<file path="src/rtl/shift_add_mult_ctrl.sv">
// Sequential unsigned NxN shift-and-add multiplier on one shared 2N-bit ripple adder.
// Ports: clk, rst_n, in_valid/in_ready/a/b in, out_valid/out_ready/product out, busy. Macro: EARLY_TERM_EN.

module Sixteen_b_full_adder (
  input  logic [15:0] a,
  input  logic [15:0] b,
  input  logic        x,
  input  logic        c_in,
  output logic [15:0] sum,
  output logic        c_out
);

  logic cy;
  logic bb;

  // x inverts the b operand (add/subtract select)
  always_comb begin
    sum = '0;
    cy  = c_in;
    bb  = 1'b0;
    for (int i = 0; i < 16; i++) begin
      bb     = b[i] ^ x;
      sum[i] = a[i] ^ bb ^ cy;
      cy     = (a[i] & bb) | (cy & (a[i] ^ bb));
    end
    c_out = cy;
  end

endmodule

module shift_add_mult_ctrl #(
  parameter int N     = 8,
  parameter int CNT_W = 4
) (
  input  logic           clk,
  input  logic           rst_n,
  input  logic           in_valid,
  output logic           in_ready,
  input  logic [N-1:0]   a,
  input  logic [N-1:0]   b,
  output logic           out_valid,
  input  logic           out_ready,
  output logic [2*N-1:0] product,
  output logic           busy
);

  if (N != 8) begin : g_bad_n
    $error("shift_add_mult_ctrl: N must be 8");
  end
  if ((1 << CNT_W) <= N) begin : g_bad_cnt
    $error("shift_add_mult_ctrl: CNT_W too narrow");
  end

  typedef enum logic [1:0] {
    IDLE,
    RUN,
    DONE
  } state_t;

  state_t state;
  state_t state_nxt;

  logic [2*N-1:0] acc;
  logic [2*N-1:0] mcand;
  logic [2*N-1:0] addend;
  logic [2*N-1:0] sum;
  logic [N-1:0]   mplier;
  logic [CNT_W-1:0] cnt;
  logic           last_iter;
  logic           unused_c_out;

  assign addend = mplier[0] ? mcand : '0;

  // Accumulation cannot overflow 2N bits, so the carry-out stays 0
  Sixteen_b_full_adder u_add (
    .a     (acc),
    .b     (addend),
    .x     (1'b0),
    .c_in  (1'b0),
    .sum   (sum),
    .c_out (unused_c_out)
  );

`ifdef EARLY_TERM_EN
  // Stop once no multiplier bits remain after this iteration
  assign last_iter = (cnt == CNT_W'(N-1))
                  || (mplier[N-1:1] == '0);
`else
  assign last_iter = (cnt == CNT_W'(N-1));
`endif

  always_comb begin
    state_nxt = state;
    in_ready  = 1'b0;
    out_valid = 1'b0;
    busy      = 1'b0;
    unique case (state)
      IDLE: begin
        in_ready = 1'b1;
        if (in_valid) state_nxt = RUN;
      end
      RUN: begin
        busy = 1'b1;
        if (last_iter) state_nxt = DONE;
      end
      DONE: begin
        busy      = 1'b1;
        out_valid = 1'b1;
        if (out_ready) state_nxt = IDLE;
      end
      default: state_nxt = IDLE;
    endcase
  end

  always_ff @(posedge clk or negedge rst_n) begin
    if (!rst_n) state <= IDLE;
    else        state <= state_nxt;
  end

  always_ff @(posedge clk or negedge rst_n) begin
    if (!rst_n) begin
      acc     <= '0;
      mcand   <= '0;
      mplier  <= '0;
      cnt     <= '0;
      product <= '0;
    end else begin
      unique case (state)
        IDLE: begin
          if (in_valid) begin
            mcand  <= {{N{1'b0}}, a};
            mplier <= b;
            acc    <= '0;
            cnt    <= '0;
          end
        end
        RUN: begin
          acc    <= sum;
          mcand  <= mcand << 1;
          mplier <= mplier >> 1;
          cnt    <= cnt + CNT_W'(1);
          if (last_iter) product <= sum;
        end
        default: ;
      endcase
    end
  end

endmodule

</file>
<file path="config.mk">
export PLATFORM = sky130hd
export DESIGN_NAME = shift_add_mult_ctrl
export DESIGN_NICKNAME = d
export VERILOG_FILES = /design/src/rtl/shift_add_mult_ctrl.sv
export SDC_FILE = /design/constraint.sdc
export NUM_CORES = 1
export LEC_CHECK = 0
export CAP_MARGIN = 10
export CELL_PAD_IN_SITES_DETAIL_PLACEMENT = 1
export CELL_PAD_IN_SITES_GLOBAL_PLACEMENT = 2
export CORE_UTILIZATION = 30
export CTS_BUF_LIST = sky130_fd_sc_hd__clkbuf_2
export DETAILED_ROUTE_END_ITERATION = 6
export PLACE_DENSITY = 0.67
export SYNTH_ARGS = -nofsm -noshare
export SYNTH_HDL_FRONTEND = slang
export SYNTH_SLANG_ARGS = --single-unit
</file>
<file path="constraint.sdc">
create_clock -name clk -period 9.3 [get_ports clk]
set_input_delay 0.93 -clock clk [delete_from_list [all_inputs] [get_ports clk]]
set_output_delay 0.93 -clock clk [all_outputs]
set_load 0.02 [all_outputs]
</file>
---- Word level (Yosys, flattened, before mapping) ----
Cells that the tools add are included.
word-level totals
  output and inout bits ................... 19
  bits in writable memories ............... 0
  register bits after elaboration ......... 62
  input port bits ......................... 20
  memories kept ........................... 0
  memory bits (read-only) ................. 0
  bits in latches ......................... 0
  logic and storage cells ................. 109
cells by class
  multiplexer cells ....................... 16
  $mul .................................... 0
  add/subtract/negate cells ............... 1
  bitwise gates (word level) .............. 74
  equality and inequality tests ........... 6
  shifts and indexed selects .............. 0
  order comparisons ....................... 0
  divide/modulo/power cells ............... 0
  reduce and logical (&&, ||, !) cells .... 6
operators with widths
  cell                                                             number
  16-bit one-hot mux with 2 select lines                           2
  16-bit 2-to-1 mux                                                3
  1-bit XOR                                                        31
  1-bit bitwise AND                                                29
  8-bit one-hot mux with 2 select lines                            1
  1-bit OR                                                         14
  8-bit 2-to-1 mux                                                 1
  4-bit one-hot mux with 2 select lines                            1
  2-bit 2-to-1 mux                                                 3
  2-bit != test, second input constant                             3
  2-bit one-hot mux with 3 select lines                            1
  4-bit by 1-bit adder with 4-bit output, second input constant    1
  4-bit by 3-bit == test with 1-bit output, second input constant  1
  4-bit 2-to-1 mux                                                 1
  2-bit AND reduction                                              2
  1-bit 2-to-1 mux                                                 3
  3-bit AND reduction                                              1
  2-bit by 1-bit == test with 1-bit output, second input constant  1
  2-bit == test, second input constant                             1
  2-bit logical NOT                                                1
  2-bit nonzero test                                               1
  2-bit OR reduction                                               1

---- Logic depth before layout (Yosys ltp) ----
  depth in word-level cells ............... 32
  depth in mapped cells ................... 23
  depth with buffers taken out ............ 23

---- Hierarchy ----
Synthesis repeated with hierarchy kept, for this count alone.
unflattened totals
  cells, all modules ...................... 271
  area total of the unflattened synthesis .. 3221.8 um^2
modules (own cells, without submodules)
  module                times used  area each (um^2)  cells an instance
  shift_add_mult_ctrl   1           2625.0            209
  Sixteen_b_full_adder  1           596.8             62

---- Worst setup path after synthesis ----
Ideal clock, no wire load.
  kind .................................... reg-to-reg
  start ................................... register mplier[0]
  end ..................................... register product[14]
  arrival time ............................ 6.083 ns
  stages on the path, launching flop included .. 21
  path slack .............................. 3.092 ns
  path buffers ............................ 1
  period minus slack after synthesis ...... 6.208 ns
  cell sequence ........................... dfrtp_1 -> clkbuf_1 -> nand2_1 -> fa_1 -> fa_1 -> fa_1 -> fa_1 -> fa_1 -> fa_1 -> fa_1 -> fa_1 -> fa_1 -> fa_1 -> inv_1 -> fa_1 -> inv_1 -> fa_1 -> inv_1 -> fa_1 -> fa_1 -> mux2_2
on the way
  cells in the longest elaborated chain, start to end .. 29
ends and longest elaborated chain
  what                                                   line  text
  start: declaration                                     67    logic [N-1:0] mplier;
  start signal: assignment                               140   mplier <= mplier >> 1;
  16-bit 2-to-1 mux (*)                                  72    assign addend = mplier[0] ? mcand : '0;
  1-bit bitwise AND / 1-bit XOR (equally long branches)  24    cy = (a[i] & bb) | (cy & (a[i] ^ bb));
  1-bit bitwise AND                                      24
  1-bit OR                                               24
  1-bit bitwise AND                                      24
  1-bit OR                                               24
  1-bit bitwise AND                                      24
  1-bit OR                                               24
  [... 14 more ...]                                      --
  1-bit bitwise AND                                      24
  1-bit OR                                               24
  1-bit bitwise AND                                      24
  1-bit OR                                               24
  1-bit bitwise AND                                      24
  1-bit OR                                               24
  1-bit XOR (*)                                          23    sum[i] = a[i] ^ bb ^ cy;
  via sum[14]                                            66    logic [2*N-1:0] sum;
  end signal: assignment                                 142   if (last_iter) product <= sum;
  end: declaration                                       43    output logic [2*N-1:0] product,
The timed path passes the listed nets; every way through them passes the cells marked *.
A chain may end at the register's enable or synchronous reset.

---- Final worst setup path ----
Ends and elaborated chain as after synthesis.

==> impl_metrics.prom <==
# TYPE chip_impl_metric gauge
chip_impl_metric{name="drive_above_1_share",unit=""} 0.0825
chip_impl_metric{name="finalMaxSlewViolations",unit=""} 0
chip_impl_metric{name="async_s_r_ff_share_synth",unit=""} 1.00
chip_impl_metric{name="synth_sequential_area_ratio",unit=""} 0.522
chip_impl_metric{name="first_pass_iters",unit=""} 4
chip_impl_info{name="ys.flop_type",value="dfrtp_1"} 1
chip_impl_metric{name="place_worst_setup_slack",unit="ps"} 2590
chip_impl_metric{name="syn-instance-count",unit=""} 272
chip_impl_metric{name="ant_nets",unit=""} 0
chip_impl_info{name="timing.setup.critical_path_class",value="reg -> reg"} 1
chip_impl_metric{name="leakage",unit="nW"} 1.53
chip_impl_metric{name="routed_wirelength",unit="um"} 6390
chip_impl_metric{name="die_wd",unit="um"} 102
chip_impl_metric{name="place_hpwl",unit="um"} 4190
chip_impl_info{name="grt_setup_unrepaired",value="false"} 1
chip_impl_metric{name="synthToLayoutAreaGrowth",unit="%"} 20.8
chip_impl_metric{name="crit_fanout",unit=""} 17
chip_impl_info{name="outcome",value="finished, final reports clean"} 1
chip_impl_metric{name="core_footprint",unit="sq um"} 9420
chip_impl_metric{name="switching_power",unit="mW"} 0.410
chip_impl_metric{name="post_dp_cell_area",unit="sq um"} 3490
chip_impl_metric{name="post_cts.repair.setup_buffers",unit=""} 0
chip_impl_metric{name="fmax",unit="MHz"} 149
chip_impl_metric{name="ys_ff_latch",unit=""} 62
chip_impl_metric{name="clkSlewWorstSetupHoldPaths",unit="ps"} 170
chip_impl_metric{name="max-vdd-ir-drop",unit="mV"} 0.213
chip_impl_metric{name="sw_frac_of_total",unit=""} 0.405
chip_impl_metric{name="die_height",unit="um"} 102
chip_impl_info{name="endpoint_of_the_worst_setup_timing_path",value="product[14]$_DFFE_PN0P_"} 1
chip_impl_metric{name="finalHoldViolations",unit=""} 0
chip_impl_metric{name="yosys.cell_types.count",unit=""} 25
chip_impl_metric{name="slew_headroom",unit=""} 0.472
chip_impl_metric{name="cts_num_sinks",unit=""} 62
chip_impl_metric{name="detail_route.iter0.violations",unit=""} 45
chip_impl_metric{name="clock_insertion_delay_at_the_later_pin_of_the_skew_report",unit="ps"} 500
chip_impl_metric{name="worst-r2r-setup-slack",unit="ps"} 2570
chip_impl_metric{name="cts_made_buffers",unit=""} 9
chip_impl_info{name="critPathLaunchType",value="register"} 1
chip_impl_metric{name="total_die_area",unit="sq um"} 10300
chip_impl_metric{name="post-route-worst-setup-slack",unit="ps"} 2570
chip_impl_metric{name="core.rowCount",unit=""} 35
chip_impl_metric{name="fin_tns_setup",unit="ps"} 0
chip_impl_metric{name="route.detailed.wl_per_inst",unit="um"} 14.4
chip_impl_metric{name="final.setup_skew",unit="ps"} 24.6
chip_impl_info{name="setup.worst_path.end_class",value="register"} 1
chip_impl_metric{name="ctsHoldBuffers",unit=""} 0
chip_impl_info{name="netlist_top_cells_count",value="dfrtp_1 (62), nand2_1 (47), o21ai_0 (35), inv_1 (17)"} 1
chip_impl_metric{name="worst_r2r_path_depth",unit=""} 21
chip_impl_metric{name="drc_errors",unit=""} 0
chip_impl_metric{name="finish.instance_area",unit="sq um"} 3590
chip_impl_metric{name="power_density",unit="nW/um^2"} 282
chip_impl_metric{name="arrival",unit="ps"} 7130
chip_impl_info{name="cts_root_buffer",value="clkbuf_2"} 1
chip_impl_info{name="ys_top_cells_by_area",value="dfrtp_1 (52%), fa_1 (9.4%), nand2_1 (5.9%)"} 1
chip_impl_metric{name="syn_area",unit="sq um"} 2970
chip_impl_metric{name="insertedDiodeCount",unit=""} 0
chip_impl_metric{name="synth_enable_flop_cells",unit=""} 0
chip_impl_metric{name="grt-ovfl-total",unit=""} 0
chip_impl_info{name="synthMostInstantiatedCell",value="dfrtp_1"} 1
chip_impl_info{name="regToRegEndpoint",value="product[14]$_DFFE_PN0P_"} 1
chip_impl_metric{name="netlist.area_leader.share",unit=""} 0.522
chip_impl_metric{name="antenna_found_initial",unit=""} 0
chip_impl_metric{name="postSynthAreaPerCell",unit="sq um"} 10.9
chip_impl_metric{name="comb_power_share",unit=""} 0.418
chip_impl_metric{name="cts-root-to-sink-buffers",unit=""} 2
chip_impl_metric{name="first_global_vias",unit=""} 2239
chip_impl_metric{name="synthesis.yosys.warnings",unit=""} 0
chip_impl_metric{name="synth_nets",unit=""} 311
chip_impl_metric{name="grt_first_pass_wirelength",unit="um"} 11200
chip_impl_metric{name="timing.critical_path.required",unit="ps"} 9700
chip_impl_metric{name="num-nets-final",unit=""} 349
chip_impl_metric{name="clkPwrFrac",unit=""} 0.158
chip_impl_metric{name="grtUsageTotal",unit=""} 0.144
chip_impl_metric{name="period_share",unit=""} 0.723
chip_impl_metric{name="grt_start_max_net_pins",unit=""} 63
chip_impl_info{name="post-synth-top-area-cell",value="dfrtp_1"} 1
chip_impl_metric{name="place.port_buffers",unit=""} 38
chip_impl_info{name="crit_start",value="mplier[0]$_DFFE_PN0P_"} 1
chip_impl_metric{name="via_count",unit=""} 2064
chip_impl_info{name="r2r_start",value="mplier[0]$_DFFE_PN0P_"} 1
chip_impl_metric{name="htreeDepth",unit=""} 3
chip_impl_info{name="hold_class",value="reg -> reg"} 1
chip_impl_metric{name="cts_repair_resize_count",unit=""} 0
chip_impl_metric{name="io_pins",unit=""} 39
chip_impl_metric{name="filler_free_cell_count_of_the_finished_design",unit=""} 444
chip_impl_metric{name="effective_utilization_at_floorplan",unit=""} 0.316
chip_impl_metric{name="internal-power",unit="mW"} 0.603
chip_impl_metric{name="place.gp.congestion",unit=""} 0.681
chip_impl_info{name="cts_tree",value="built"} 1
chip_impl_metric{name="via_per_inst",unit=""} 4.65
chip_impl_metric{name="dp.cells",unit=""} 428
chip_impl_metric{name="power.share.sequential",unit=""} 0.424
chip_impl_metric{name="post-route-min-period",unit="ps"} 6730
chip_impl_metric{name="finalSetupViolations",unit=""} 0
chip_impl_metric{name="maxCapViolCount",unit=""} 0
chip_impl_metric{name="tightest_pin_transition",unit="ps"} 793
-- flip-flops by register name, summed over array words and instances (netlist names) --
name and flops:
acc 16, mcand 16, product 16, mplier 8, cnt 4, state 2
-- kinds of logic after synthesis --
| kind of cell | Yosys count | synth area share |
|---|---|---|
| simple gates | 79 | 0.126 |
| compound gates | 64 | 0.140 |
| flops | 62 | 0.522 |
| buf+inv | 33 | 0.0450 |
| fa+ha+maj | 19 | 0.115 |
| mux | 13 | 0.0459 |
| xor+xnor | 2 | 0.00589 |
-- layout by cell type, fill, tap and decap left out --
cell / n
dfrtp_1: 62
nand2_1: 47
clkdlybuf4s50_1: 37
o21ai_0: 35
inv_1: 17
a22o_1: 14
fa_1: 14
nand2b_1: 11
clkbuf_2: 10
nand3_1: 9
a221o_1: 7
mux2i_1: 7
a21oi_1: 6
mux2_2: 5
ha_1: 5
buf_4: 5
and2_1: 4
nor2b_1: 3
clkinv_2: 3
xnor2_1: 2
clkinv_1: 2
mux2i_4: 1
and4b_1: 1
nand3b_1: 1
a211oi_1: 1
nand4b_1: 1
nor3_1: 1
o32a_1: 1
or4b_1: 1
bufinv_16: 1
buf_2: 1
-- cell type report --
class | count | area, sq um
clock inverter | 6 | 52.6
inverter | 17 | 63.8
sequential | 62 | 1550
fill | 1040 | 5820
clock buffer | 10 | 50.0
multi-input combinational | 177 | 1300
tap | 129 | 161
timing repair buffer | 43 | 413
-- how the worst min path moves through the flow --
stage,start,to,slack [ps],depth (start not counted)
4_1_cts,product[5]$_DFFE_PN0P_,product[5]$_DFFE_PN0P_,510,2
3_3_place_gp,acc[10]$_DFFE_PN0P_,acc[10]$_DFFE_PN0P_,460,2
5_1_grt,acc[2]$_DFFE_PN0P_,acc[2]$_DFFE_PN0P_,540,2
3_5_place_dp,product[5]$_DFFE_PN0P_,product[5]$_DFFE_PN0P_,470,2
2_1_floorplan,acc[10]$_DFFE_PN0P_,acc[10]$_DFFE_PN0P_,450,2
6_report,product[1]$_DFFE_PN0P_,product[1]$_DFFE_PN0P_,500,2
-- worst max-delay path: stages (launching register included) --
cell	delay, ps
dfrtp_1	680
and2_1	200
ha_1	130
inv_1	50
fa_1	400
fa_1	390
fa_1	390
fa_1	390
fa_1	420
fa_1	420
fa_1	410
fa_1	410
fa_1	400
fa_1	370
inv_1	70
fa_1	150
inv_1	50
fa_1	350
inv_1	80
fa_1	180
fa_1	430
mux2_2	270
-- power by group through the flow --
stage | clock (mW) | sequential [mW] | combinational [mW]
3_3_place_gp | 0 | 0.434 | 0.424
5_1_grt | 0.179 | 0.443 | 0.477
4_1_cts | 0.170 | 0.431 | 0.435
6_report | 0.160 | 0.429 | 0.423
2_1_floorplan | 0 | 0.429 | 0.284
3_5_place_dp | 0 | 0.436 | 0.435
-- metrics by stage --
step	utilization	hold WS (ps)	power [mW]
after floorplan	-	450	0.714
final	0.382	505	1.01
after detailed placement	0.371	473	0.871
after global routing	0.382	536	1.10
after CTS	0.382	514	1.04
after global placement	0.371	465	0.858
-- per-layer routing --
layer | vias to the layer above | wire length (um) | global-route usage
met5 | - | 0 | 0
met3 | 8 | 192 | 0.0455
li1 | 1001 | - | -
met1 | 1025 | 3120 | 0.189
met4 | 0 | 91 | 0.0535
met2 | 30 | 2980 | 0.222
No activity file was read; power rests on OpenSTA's default activity.
